[src/rtl/rv32i_id_stage_v2.sv]
// RV32I decode stage: operand forwarding, load-use stall, decode-time branch/jump resolve, RUN/FLUSH/HALT control.
// Optional: define RV32I_ID_MISALIGN_TRAP_EN to trap redirects whose target has bit 1 set (adds misalign_out).
module rv32i_id_stage_v2 #(
    parameter int          XLEN         = 32,
    parameter int          NUM_FWD      = 3,
    parameter int          FLUSH_CYCLES = 1,
    parameter logic [31:0] NOP_IW       = 32'h00000013
) (
    input  logic                    clk,
    input  logic                    reset,
    input  logic [31:0]             iw_in,
    input  logic [XLEN-1:0]         pc_in,
    input  logic                    valid_in,
    input  logic [XLEN-1:0]         rs1_data_in,
    input  logic [XLEN-1:0]         rs2_data_in,
    input  logic [NUM_FWD-1:0]      fwd_en,
    input  logic [5*NUM_FWD-1:0]    fwd_reg,
    input  logic [XLEN*NUM_FWD-1:0] fwd_data,
    input  logic                    ex_is_load,
    input  logic [4:0]              ex_load_reg,
    output logic [4:0]              rs1_reg,
    output logic [4:0]              rs2_reg,
    output logic                    stall_out,
    output logic                    jump_en_out,
    output logic [XLEN-1:0]         jump_addr,
    output logic [31:0]             iw_out,
    output logic [XLEN-1:0]         pc_out,
    output logic [4:0]              wb_reg,
    output logic                    wb_en_out,
    output logic                    valid_out,
    output logic [XLEN-1:0]         rs1_data_out,
    output logic [XLEN-1:0]         rs2_data_out,
`ifdef RV32I_ID_MISALIGN_TRAP_EN
    output logic                    misalign_out,
`endif
    output logic                    halted
);
    localparam logic [6:0] OPC_LOAD = 7'b0000011, OPC_FENCE = 7'b0001111, OPC_OPIMM = 7'b0010011;
    localparam logic [6:0] OPC_STORE = 7'b0100011, OPC_OP = 7'b0110011, OPC_BRANCH = 7'b1100011;
    localparam logic [6:0] OPC_JALR = 7'b1100111, OPC_JAL = 7'b1101111, OPC_SYSTEM = 7'b1110011;

    typedef enum logic [1:0] {S_RUN, S_FLUSH, S_HALT} state_t;

    state_t          r_state, w_state_nx;
    logic [1:0]      r_flush_cnt, w_flush_cnt_nx;
    logic [6:0]      w_opc;
    logic [2:0]      w_f3;
    logic            w_use_rs1, w_use_rs2, w_hazard, w_is_sys, w_wb_en;
    logic [XLEN-1:0] w_rs1_fwd, w_rs2_fwd, w_imm_i, w_imm_b, w_imm_j, w_jalr_sum, w_target;
    logic            w_br_take, w_redir_req, w_misalign, w_issue, w_trap_mis;

    assign w_opc   = iw_in[6:0];
    assign w_f3    = iw_in[14:12];
    assign rs1_reg = iw_in[19:15];
    assign rs2_reg = iw_in[24:20];

    assign w_use_rs1 = w_opc inside {OPC_JALR, OPC_BRANCH, OPC_LOAD, OPC_STORE, OPC_OPIMM, OPC_OP};
    assign w_use_rs2 = w_opc inside {OPC_BRANCH, OPC_STORE, OPC_OP};
    assign w_is_sys  = (w_opc == OPC_SYSTEM);
    assign w_wb_en   = !(w_opc inside {OPC_STORE, OPC_BRANCH, OPC_FENCE, OPC_SYSTEM});

    assign w_imm_i = {{(XLEN-12){iw_in[31]}}, iw_in[31:20]};
    assign w_imm_b = {{(XLEN-13){iw_in[31]}}, iw_in[31], iw_in[7], iw_in[30:25], iw_in[11:8], 1'b0};
    assign w_imm_j = {{(XLEN-21){iw_in[31]}}, iw_in[31], iw_in[19:12], iw_in[20], iw_in[30:21], 1'b0};

    // Walk from oldest to youngest so the lowest matching index wins.
    always_comb begin
        w_rs1_fwd = rs1_data_in;
        w_rs2_fwd = rs2_data_in;
        for (int i = NUM_FWD-1; i >= 0; i--) begin
            if (fwd_en[i] && fwd_reg[5*i +: 5] == rs1_reg && rs1_reg != 5'd0)
                w_rs1_fwd = fwd_data[XLEN*i +: XLEN];
            if (fwd_en[i] && fwd_reg[5*i +: 5] == rs2_reg && rs2_reg != 5'd0)
                w_rs2_fwd = fwd_data[XLEN*i +: XLEN];
        end
    end

    assign w_hazard = valid_in && ex_is_load && ex_load_reg != 5'd0 &&
                      ((w_use_rs1 && rs1_reg == ex_load_reg) || (w_use_rs2 && rs2_reg == ex_load_reg));

    always_comb begin
        case (w_f3)
            3'b000:  w_br_take = (w_rs1_fwd == w_rs2_fwd);
            3'b001:  w_br_take = (w_rs1_fwd != w_rs2_fwd);
            3'b100:  w_br_take = ($signed(w_rs1_fwd) <  $signed(w_rs2_fwd));
            3'b101:  w_br_take = ($signed(w_rs1_fwd) >= $signed(w_rs2_fwd));
            3'b110:  w_br_take = (w_rs1_fwd <  w_rs2_fwd);
            3'b111:  w_br_take = (w_rs1_fwd >= w_rs2_fwd);
            default: w_br_take = 1'b0;
        endcase
    end

    assign w_jalr_sum = w_rs1_fwd + w_imm_i;

    always_comb begin
        w_redir_req = 1'b0;
        w_target    = '0;
        case (w_opc)
            OPC_JAL:    begin w_redir_req = 1'b1;      w_target = pc_in + w_imm_j; end
            OPC_JALR:   begin w_redir_req = 1'b1;      w_target = {w_jalr_sum[XLEN-1:1], 1'b0}; end
            OPC_BRANCH: begin w_redir_req = w_br_take; w_target = pc_in + w_imm_b; end
            default: ;
        endcase
    end

`ifdef RV32I_ID_MISALIGN_TRAP_EN
    assign w_misalign = w_target[1];
`else
    assign w_misalign = 1'b0;
`endif

    always_ff @(posedge clk or posedge reset) begin
        if (reset) begin
            r_state     <= S_RUN;
            r_flush_cnt <= 2'd0;
        end else begin
            r_state     <= w_state_nx;
            r_flush_cnt <= w_flush_cnt_nx;
        end
    end

    always_comb begin
        w_state_nx     = r_state;
        w_flush_cnt_nx = r_flush_cnt;
        case (r_state)
            S_RUN: if (valid_in && !w_hazard) begin
                if (w_is_sys || (w_redir_req && w_misalign)) begin
                    w_state_nx = S_HALT;
                end else if (w_redir_req) begin
                    w_state_nx     = S_FLUSH;
                    w_flush_cnt_nx = 2'(FLUSH_CYCLES);
                end
            end
            S_FLUSH: begin
                w_flush_cnt_nx = r_flush_cnt - 2'd1;
                if (r_flush_cnt == 2'd1) w_state_nx = S_RUN;
            end
            default: ;
        endcase
    end

    always_comb begin
        stall_out   = 1'b0;
        jump_en_out = 1'b0;
        jump_addr   = '0;
        w_issue     = 1'b0;
        w_trap_mis  = 1'b0;
        case (r_state)
            S_HALT:  stall_out = 1'b1;
            S_FLUSH: ;
            default: if (valid_in) begin
                if (w_hazard) begin
                    stall_out = 1'b1;
                end else if (w_is_sys) begin
                    w_issue = 1'b0;
                end else if (w_redir_req && w_misalign) begin
                    w_trap_mis = 1'b1;
                end else begin
                    w_issue = 1'b1;
                    if (w_redir_req) begin
                        jump_en_out = 1'b1;
                        jump_addr   = w_target;
                    end
                end
            end
        endcase
    end

    // Anything not issued becomes a bubble with zeroed side fields.
    always_ff @(posedge clk or posedge reset) begin
        if (reset) begin
            iw_out       <= NOP_IW;
            pc_out       <= '0;
            wb_reg       <= 5'd0;
            wb_en_out    <= 1'b0;
            valid_out    <= 1'b0;
            rs1_data_out <= '0;
            rs2_data_out <= '0;
            halted       <= 1'b0;
        end else begin
            halted <= (w_state_nx == S_HALT);
            if (w_issue) begin
                iw_out       <= iw_in;
                pc_out       <= pc_in;
                wb_reg       <= iw_in[11:7];
                wb_en_out    <= w_wb_en;
                valid_out    <= 1'b1;
                rs1_data_out <= w_rs1_fwd;
                rs2_data_out <= w_rs2_fwd;
            end else begin
                iw_out       <= NOP_IW;
                pc_out       <= '0;
                wb_reg       <= 5'd0;
                wb_en_out    <= 1'b0;
                valid_out    <= 1'b0;
                rs1_data_out <= '0;
                rs2_data_out <= '0;
            end
        end
    end

`ifdef RV32I_ID_MISALIGN_TRAP_EN
    always_ff @(posedge clk or posedge reset) begin
        if (reset)           misalign_out <= 1'b0;
        else if (w_trap_mis) misalign_out <= 1'b1;
    end
`endif

endmodule

[config.mk]
export PLATFORM = sky130hd
export DESIGN_NAME = rv32i_id_stage_v2
export DESIGN_NICKNAME = d
export VERILOG_FILES = /design/src/rtl/rv32i_id_stage_v2.sv
export SDC_FILE = /design/constraint.sdc
export NUM_CORES = 1
export LEC_CHECK = 0
export ABC_AREA = 1
export BUFFER_PORTS_ARGS = -buffer_cell sky130_fd_sc_hd__buf_2
export CORE_AREA = 2 2 167 169
export DETAILED_ROUTE_END_ITERATION = 10
export DIE_AREA = 0 0 169 171
export GPL_TIMING_DRIVEN = 0
export PLACE_DENSITY = 0.7
export SLEW_MARGIN = 40
export SYNTH_ARGS = -nofsm -noshare
export SYNTH_HDL_FRONTEND = slang
export SYNTH_SLANG_ARGS = --single-unit
[constraint.sdc]
create_clock -name clk -period 4.06 [get_ports clk]
set_input_delay 0 -clock clk [delete_from_list [all_inputs] [get_ports clk]]
set_output_delay 0 -clock clk [all_outputs]
set_load 0.05 [all_outputs]
==> metrics.md, run 1 <==
| Metric | Value |
|---|---|
| Status | `finished, violations left` |
| Violated checks | `hold timing, setup timing` |
| DRC | `0` |
| P_leak | `9.52 nW` |
| Worst hold start | `fwd_data[61]` |
| Number of max-cap violations | `0` |
| Fill count | `2,443` |
| GRT overflow | `0` |
| Hold Path Stages | `5` |
| Largest cells by area after synthesis | `dfrtp_1 28%, ha_1 10%, nand2_1 9.7%` |
| Reg2Reg Depth | `7` |
| CP Data Required Time | `4.06 ns` |
| Reg-to-reg critical path endpoint | `iw_out[26]$_DFF_PP0_` |
| Final net count | `2,691` |
| Worst reg-to-reg setup slack | `2.03 ns` |
| Drt total wl | `55,000 microns` |
| Total iterations of the first detailed-routing run | `7` |
| Die Height | `171 microns` |
| Setup_tns | `-0.291 ns` |
| Hold Fails Final Rpt | `4` |
| Setup violators final | `19` |
| Full die area | `0.0289 sq mm` |
| Main synth FF type | `dfrtp_1` |
| Worst path max stage delay | `0.30 ns` |
| H-Tree Depth | `4` |
| Synthesized cell area | `0.0120 sq mm` |
| Clk root buf | `clkbuf_16` |
| Via count | `14,897` |
| Sequential cell area | `0.00338 sq mm` |
| Placer Congestion | `0.979` |
| Slew at the pin closest to its max-slew limit | `0.748 ns` |
| Mapped Cells | `1,767` |
| ANT nets after route | `0` |
| Area share of the largest cell type after synthesis | `27.6%` |
| Number of synthesized register bits | `135` |
| Num Clock Sinks | `135` |
| CTS buffer count | `17` |
| Mean Syn Cell Area | `6.78 sq um` |
| Starting Density | `43.9%` |
| CP dominant cell by count | `nand2_1` |
| Yosys cell types | `52` |
| Largest net degree at the start of global routing | `72` |
| Final HPWL DP | `44,000 microns` |
| Fin Hold WS | `-0.0147 ns` |
| Endpoint type of the worst setup path | `output pin` |
| Longest Clk Path Bufs | `2` |
| Worst-path clk slew | `0.06 ns` |
| Worst Skew | `0.0130 ns` |
| Vias per cell | `5.51` |
| EDFF count, synth | `0` |
| RSZ-0062 raised after global routing | `yes` |
| Synth Net Count | `2,116` |
| CP max FO | `8` |
| Sequential share of the synthesized area | `28.2%` |
| Fin worst setup slack | `-0.0334 ns` |
| Post-route clock period utilization | `101%` |
| Minimum clock period after layout | `4.09 ns` |
| Syn-to-layout area delta | `47.1%` |
| Largest area contributor in the netlist | `dfrtp_1` |
| Share of layout cells above drive strength 1 | `30.8%` |
| Biggest regs | `pc_out (32), rs1_data_out (32), rs2_data_out (32)` |
| Detailed-route wire length per cell | `20.3 microns` |
| Endpoint, Worst Hold | `rs2_data_out[29]$_DFF_PP0_` |
| I/O pins | `431` |
| Initial drt markers | `1,189` |
| Number of global-route vias before repair | `14,529` |
| Input/output buffers | `428` |
| FP Rows | `61` |
| PD cells | `282 mW/mm^2` |
| Core area | `0.0273 sq mm` |
| Slew Viols, Final | `0` |
| Worst-Skew Late Latency | `0.45 ns` |
| Hold WC Path Type | `in2reg` |
| Maximum clock frequency | `244 MHz` |
| Die Wd | `169 microns` |
| Area of the multi-input gates | `0.00794 sq mm` |
| Initial antenna violation count | `4` |
| Setup CP Type | `in2out` |
| Fraction of registers with async set/reset | `100%` |
| Tot GR Track Use | `36.9%` |
| Setup crit start kind | `input port` |
| Worst VDD drop | `0.195 mV` |
| Syn. warnings | `0` |
| CP arrival | `4.09 ns` |
| CTS tree | `done` |
| R2r startpoint | `r_state[1]$_DFF_PP0_` |
| First-pass GRT wire length | `80,600 microns` |
| CP max stage cell | `ha_1` |
| Max-slew headroom | `50.1%` |
-- final cells by class --
cell class              count  area share [%]
diodes                      3          0.0426
clock inverters            14           0.788
flip-flops and latches    135            19.2
plain buffers              76            3.26
well taps                 346            2.46
repair buffers            558            21.2
inverters                 255            5.60
multi-input cells        1299            45.0
clock buffers              18            2.43
-- per-stage QoR --
stage / power, W / utilization, % / instances / setup WS, ns / cell area, sq um
after global placement: 0.00321 / 53.4 / 2541 / -1.24 / 14600
final: 0.00498 / 64.5 / 2704 / -0.0334 / 17600
after floorplan: 0.00264 / - / 1767 / -0.295 / 12000
after global routing: 0.00521 / 64.5 / 2704 / -0.192 / 17600
after detailed placement: 0.00323 / 53.5 / 2542 / -1.31 / 14600
after CTS: 0.00490 / 62.5 / 2689 / -0.0379 / 17100
-- where the power goes --
| group | internal, W | switching (W) | total (W) |
|---|---|---|---|
| registers | 0.00142 | 0.0000288 | 0.00145 |
| clock network | 0.000856 | 0.000698 | 0.00155 |
| logic | 0.000665 | 0.00131 | 0.00197 |
| total | 0.00295 | 0.00204 | 0.00498 |
-- cells in the final DEF, fill, tap and decap left out, types with 75 or more instances in the layout --
| master | count |
|---|---|
| buf_2 | 401 |
| ha_1 | 94 |
| o21ai_0 | 87 |
| inv_1 | 237 |
| nand3_1 | 75 |
| nor2_1 | 227 |
| nand2_1 | 301 |
| dfrtp_1 | 132 |
| dlygate4sd3_1 | 97 |
| a21oi_1 | 160 |
-- worst max-delay path by stage --
| stage | from | endpoint | cells after the start |
|---|---|---|---|
| 2_1_floorplan | iw_in[20] | jump_addr[10] | 28 |
| 3_3_place_gp | iw_in[24] | jump_addr[13] | 30 |
| 3_5_place_dp | iw_in[24] | jump_addr[15] | 30 |
| 4_1_cts | iw_in[22] | jump_addr[27] | 29 |
| 5_1_grt | iw_in[22] | jump_addr[20] | 30 |
| 6_report | iw_in[23] | jump_addr[20] | 28 |
-- layer usage --
metal | up-vias | global-route usage [%] | share of wire [%]
met1 | 7018 | 43.8 | 40
met5 | - | 0 | 0
li1 | 7030 | - | -
met2 | 721 | 64.8 | 48
met4 | 0 | 19.8 | 5.2
met3 | 128 | 5.18 | 6.5
-- kinds of logic after synthesis --
logic type	after synthesis	synth area share, %
compound gates	423	20.2
fa+ha+maj	98	10.4
simple gates	728	25.9
flops	135	28.2
buf+inv	333	11.3
xor+xnor	20	1.46
mux	30	2.51
-- Yosys cell counts (all sizes together) (2+ instances only) --
cell       n
nand2    317
inv      254
nor2     247
a21oi    183
dfrtp    132
o21ai    109
ha        96
nand3     80
buf       46
clkbuf    32
o211ai    31
a22oi     30
mux2i     30
or2       26
nor3      19
o22ai     18
a31oi     17
and3      16
xor2      12
nand4     11
o21a       9
nor4       8
xnor2      8
a211oi     5
a21o       4
a221oi     4
nand3b     4
o2111ai    4
dfstp      3
a21boi     2
fa         2
o221ai     2
-- worst max-delay path: cells and delay by family --
family	cells	cell delay (ns)
adders and majority gates	1	0.30
and+or+nand+nor	11	1.19
AOI/OAI and AO/OA	8	1.18
buffers and inverters	7	1.21
muxes	1	0.18
-- what timing repair did --
action	4_1_cts	5_1_grt
endpoints found under the setup margin	38	33
cloned	2	2
pin swaps	14	27
buffers inserted	18	10
hold endpoints to repair	173	0
resized for setup	217	114
hold buffers	97	0
Power figures use the tool's default switching activity.
==> run 2, diff against run 1 <==
- BUFFER_PORTS_ARGS: -buffer_cell sky130_fd_sc_hd__buf_2 -> default
- DONT_BUFFER_PORTS: default -> 1
- PLACE_DENSITY: 0.7 -> 0.56
==> run 2 against run 1 <==
Compared with the run above: the flow still finishes with violations (hold timing, setup timing); fmax is 4.6% lower; die area stayed put; clock skew is 0.0095 ns higher; largest power group is now sequential cells; hold slack better by 0.0095 ns; utilization is 6.8 points lower; via count is 11% lower.
==> metrics.md, run 2 (synthesis gave the netlist of run 1 again) <==
| Metric | Value |
|---|---|
| CP arrival | `4.29 ns` |
| R2r startpoint | `r_state[1]$_DFF_PP0_` |
| Reg-to-reg critical path endpoint | `rs1_data_out[16]$_DFF_PP0_` |
| Largest net degree at the start of global routing | `78` |
| Starting Density | `43.9%` |
| GRT overflow | `0` |
| Input/output buffers | `0` |
| Hold Fails Final Rpt | `1` |
| Initial antenna violation count | `9` |
| First-pass GRT wire length | `77,800 microns` |
| DRC | `0` |
| Slew at the pin closest to its max-slew limit | `0.815 ns` |
| Fin util | `57.7%` |
| Hold Path Stages | `4` |
| Setup crit start kind | `input port` |
| Drt total wl | `52,800 microns` |
| P_leak | `7.85 nW` |
| Worst VDD drop | `0.199 mV` |
| Worst Skew | `0.0225 ns` |
| CP dominant cell by count | `nand2_1` |
| Worst hold start | `fwd_data[82]` |
| Worst-path clk slew | `0.07 ns` |
| CP max stage cell | `nor2_4` |
| Slew Viols, Final | `0` |
| Number of global-route vias before repair | `13,128` |
| Post-route design area | `0.0158 sq mm` |
| Detailed-route wire length per cell | `22.6 microns` |
| Biggest regs | `pc_out (32), rs1_data_out (32), rs2_data_out (32)` |
| Share of layout cells above drive strength 1 | `14.8%` |
| PD cells | `302 mW/mm^2` |
| Via count | `13,230` |
| Reg2Reg Depth | `7` |
| Core area | `0.0273 sq mm` |
| Longest Clk Path Bufs | `2` |
| Vias per cell | `5.66` |
| Tot GR Track Use | `35.6%` |
| Minimum clock period after layout | `4.29 ns` |
| Total iterations of the first detailed-routing run | `5` |
| CTS buffer count | `17` |
| Placed inst area | `0.0126 sq mm` |
| Setup violators final | `32` |
| Syn-to-layout area delta | `31.7%` |
| Status | `finished, violations left` |
| I/O pins | `431` |
| Worst reg-to-reg setup slack | `1.88 ns` |
| Setup_tns | `-6.31 ns` |
| Clk root buf | `clkbuf_16` |
| Die Wd | `169 microns` |
| Full die area | `0.0289 sq mm` |
| FP Rows | `61` |
| Placer Congestion | `1.01` |
| Worst path max stage delay | `0.39 ns` |
| CTS tree | `done` |
| Number of max-cap violations | `0` |
| Endpoint type of the worst setup path | `output pin` |
| Endpoint, Worst Hold | `rs1_data_out[18]$_DFF_PP0_` |
| Fin worst setup slack | `-0.232 ns` |
| H-Tree Depth | `4` |
| Initial drt markers | `1,132` |
| Commonest non-fill, non-tap cell in the layout | `nand2_1` |
| CP max FO | `10` |
| Setup CP Type | `in2out` |
| Violated checks | `hold timing, setup timing` |
| Worst-Skew Late Latency | `0.46 ns` |
| Max-slew headroom | `45.1%` |
| Commonest non-fill, non-tap cells in the layout | `298 x nand2_1, 232 x inv_1, 227 x nor2_1, 158 x a21oi_1, 154 x dlygate4sd3_1` |
| RSZ-0062 raised after global routing | `yes` |
| Post-route clock period utilization | `106%` |
| ANT nets after route | `0` |
| Fin Hold WS | `-0.00524 ns` |
| Hold WC Path Type | `in2reg` |
| Final net count | `2,317` |
| Maximum clock frequency | `233 MHz` |
| Final HPWL DP | `41,600 microns` |
| Die Height | `171 microns` |
| Num Clock Sinks | `135` |
| CP Data Required Time | `4.06 ns` |
## run 2: changes by cell type in the layout (fill, tap and decap cells not counted), moves of 4 or more
cell / change
inv_1: -5
o21ai_2: -6
nand2_2: +4
buf_8: -12
buf_4: -7
diode_2: +6
inv_8: +4
dlygate4sd3_1: +57
buf_2: -390
o21ai_1: +9
buf_6: -27
inv_2: +6
## run 2: report_power, final
part | switching [W] | internal [W] | leakage (nW)
sequential | 0.000336 | 0.00142 | 1.73
clock | 0.000742 | 0.000827 | 0.277
combinational | 0.000873 | 0.000566 | 5.85
total | 0.00195 | 0.00281 | 7.85
## run 2: critical path, delay by kind of cell
kind            cells  cell delay (ns)
buf+inv             8             1.18
compound gates      8             1.40
fa+ha+maj           1             0.28
simple gates       12             1.41
## run 2: what timing repair did
action | 4_1_cts | 5_1_grt
buffers inserted | 19 | 6
hold buffers | 153 | 1
endpoints found under the hold margin | 259 | 1
resized for setup | 167 | 64
cloned | 2 | 1
endpoints found under the setup margin | 38 | 32
pin swaps | 27 | 12
## run 2: area by class of cell
| type | instances | area, sq um |
|---|---|---|
| diodes | 9 | 22.5 |
| repair buffers | 183 | 1870 |
| multi-input cells | 1299 | 7900 |
| clock inverters | 14 | 135 |
| flip-flops and latches | 135 | 3380 |
| well taps | 346 | 433 |
| plain buffers | 77 | 602 |
| fillers | 2649 | 11500 |
| clock buffers | 18 | 439 |
| inverters | 255 | 993 |
## run 2: per-stage QoR
step	total power [W]	cells	hold slack (ns)	worst slack (ns)
2_1_floorplan	0.00264	1767	0.104	-0.295
3_3_place_gp	0.00295	2113	0.107	-2.08
3_5_place_dp	0.00296	2114	-0.111	-1.81
4_1_cts	0.00473	2320	0.00109	-0.255
5_1_grt	0.00499	2336	0.0286	-0.423
6_report	0.00476	2336	-0.00524	-0.232
## run 2: layer usage
| layer | wire (microns) | share of wire (%) | global-route usage [%] |
|---|---|---|---|
| met1 | 20500 | 39 | 41.3 |
| met2 | 25300 | 48 | 61.5 |
| met3 | 3850 | 7.3 | 7.66 |
| met4 | 3140 | 6.0 | 19.5 |
| met5 | 0 | 0 | 0 |
## run 2: worst max path at each step
stage	startpoint	end	slack, ns	cells past startpoint
after CTS	iw_in[22]	jump_addr[22]	-0.26	30
after global placement	iw_in[24]	jump_addr[12]	-2.08	28
after detailed placement	iw_in[24]	jump_addr[12]	-1.81	28
after global routing	iw_in[22]	jump_addr[19]	-0.42	30
final	iw_in[15]	jump_addr[19]	-0.23	29
after floorplan	iw_in[20]	jump_addr[10]	-0.29	28
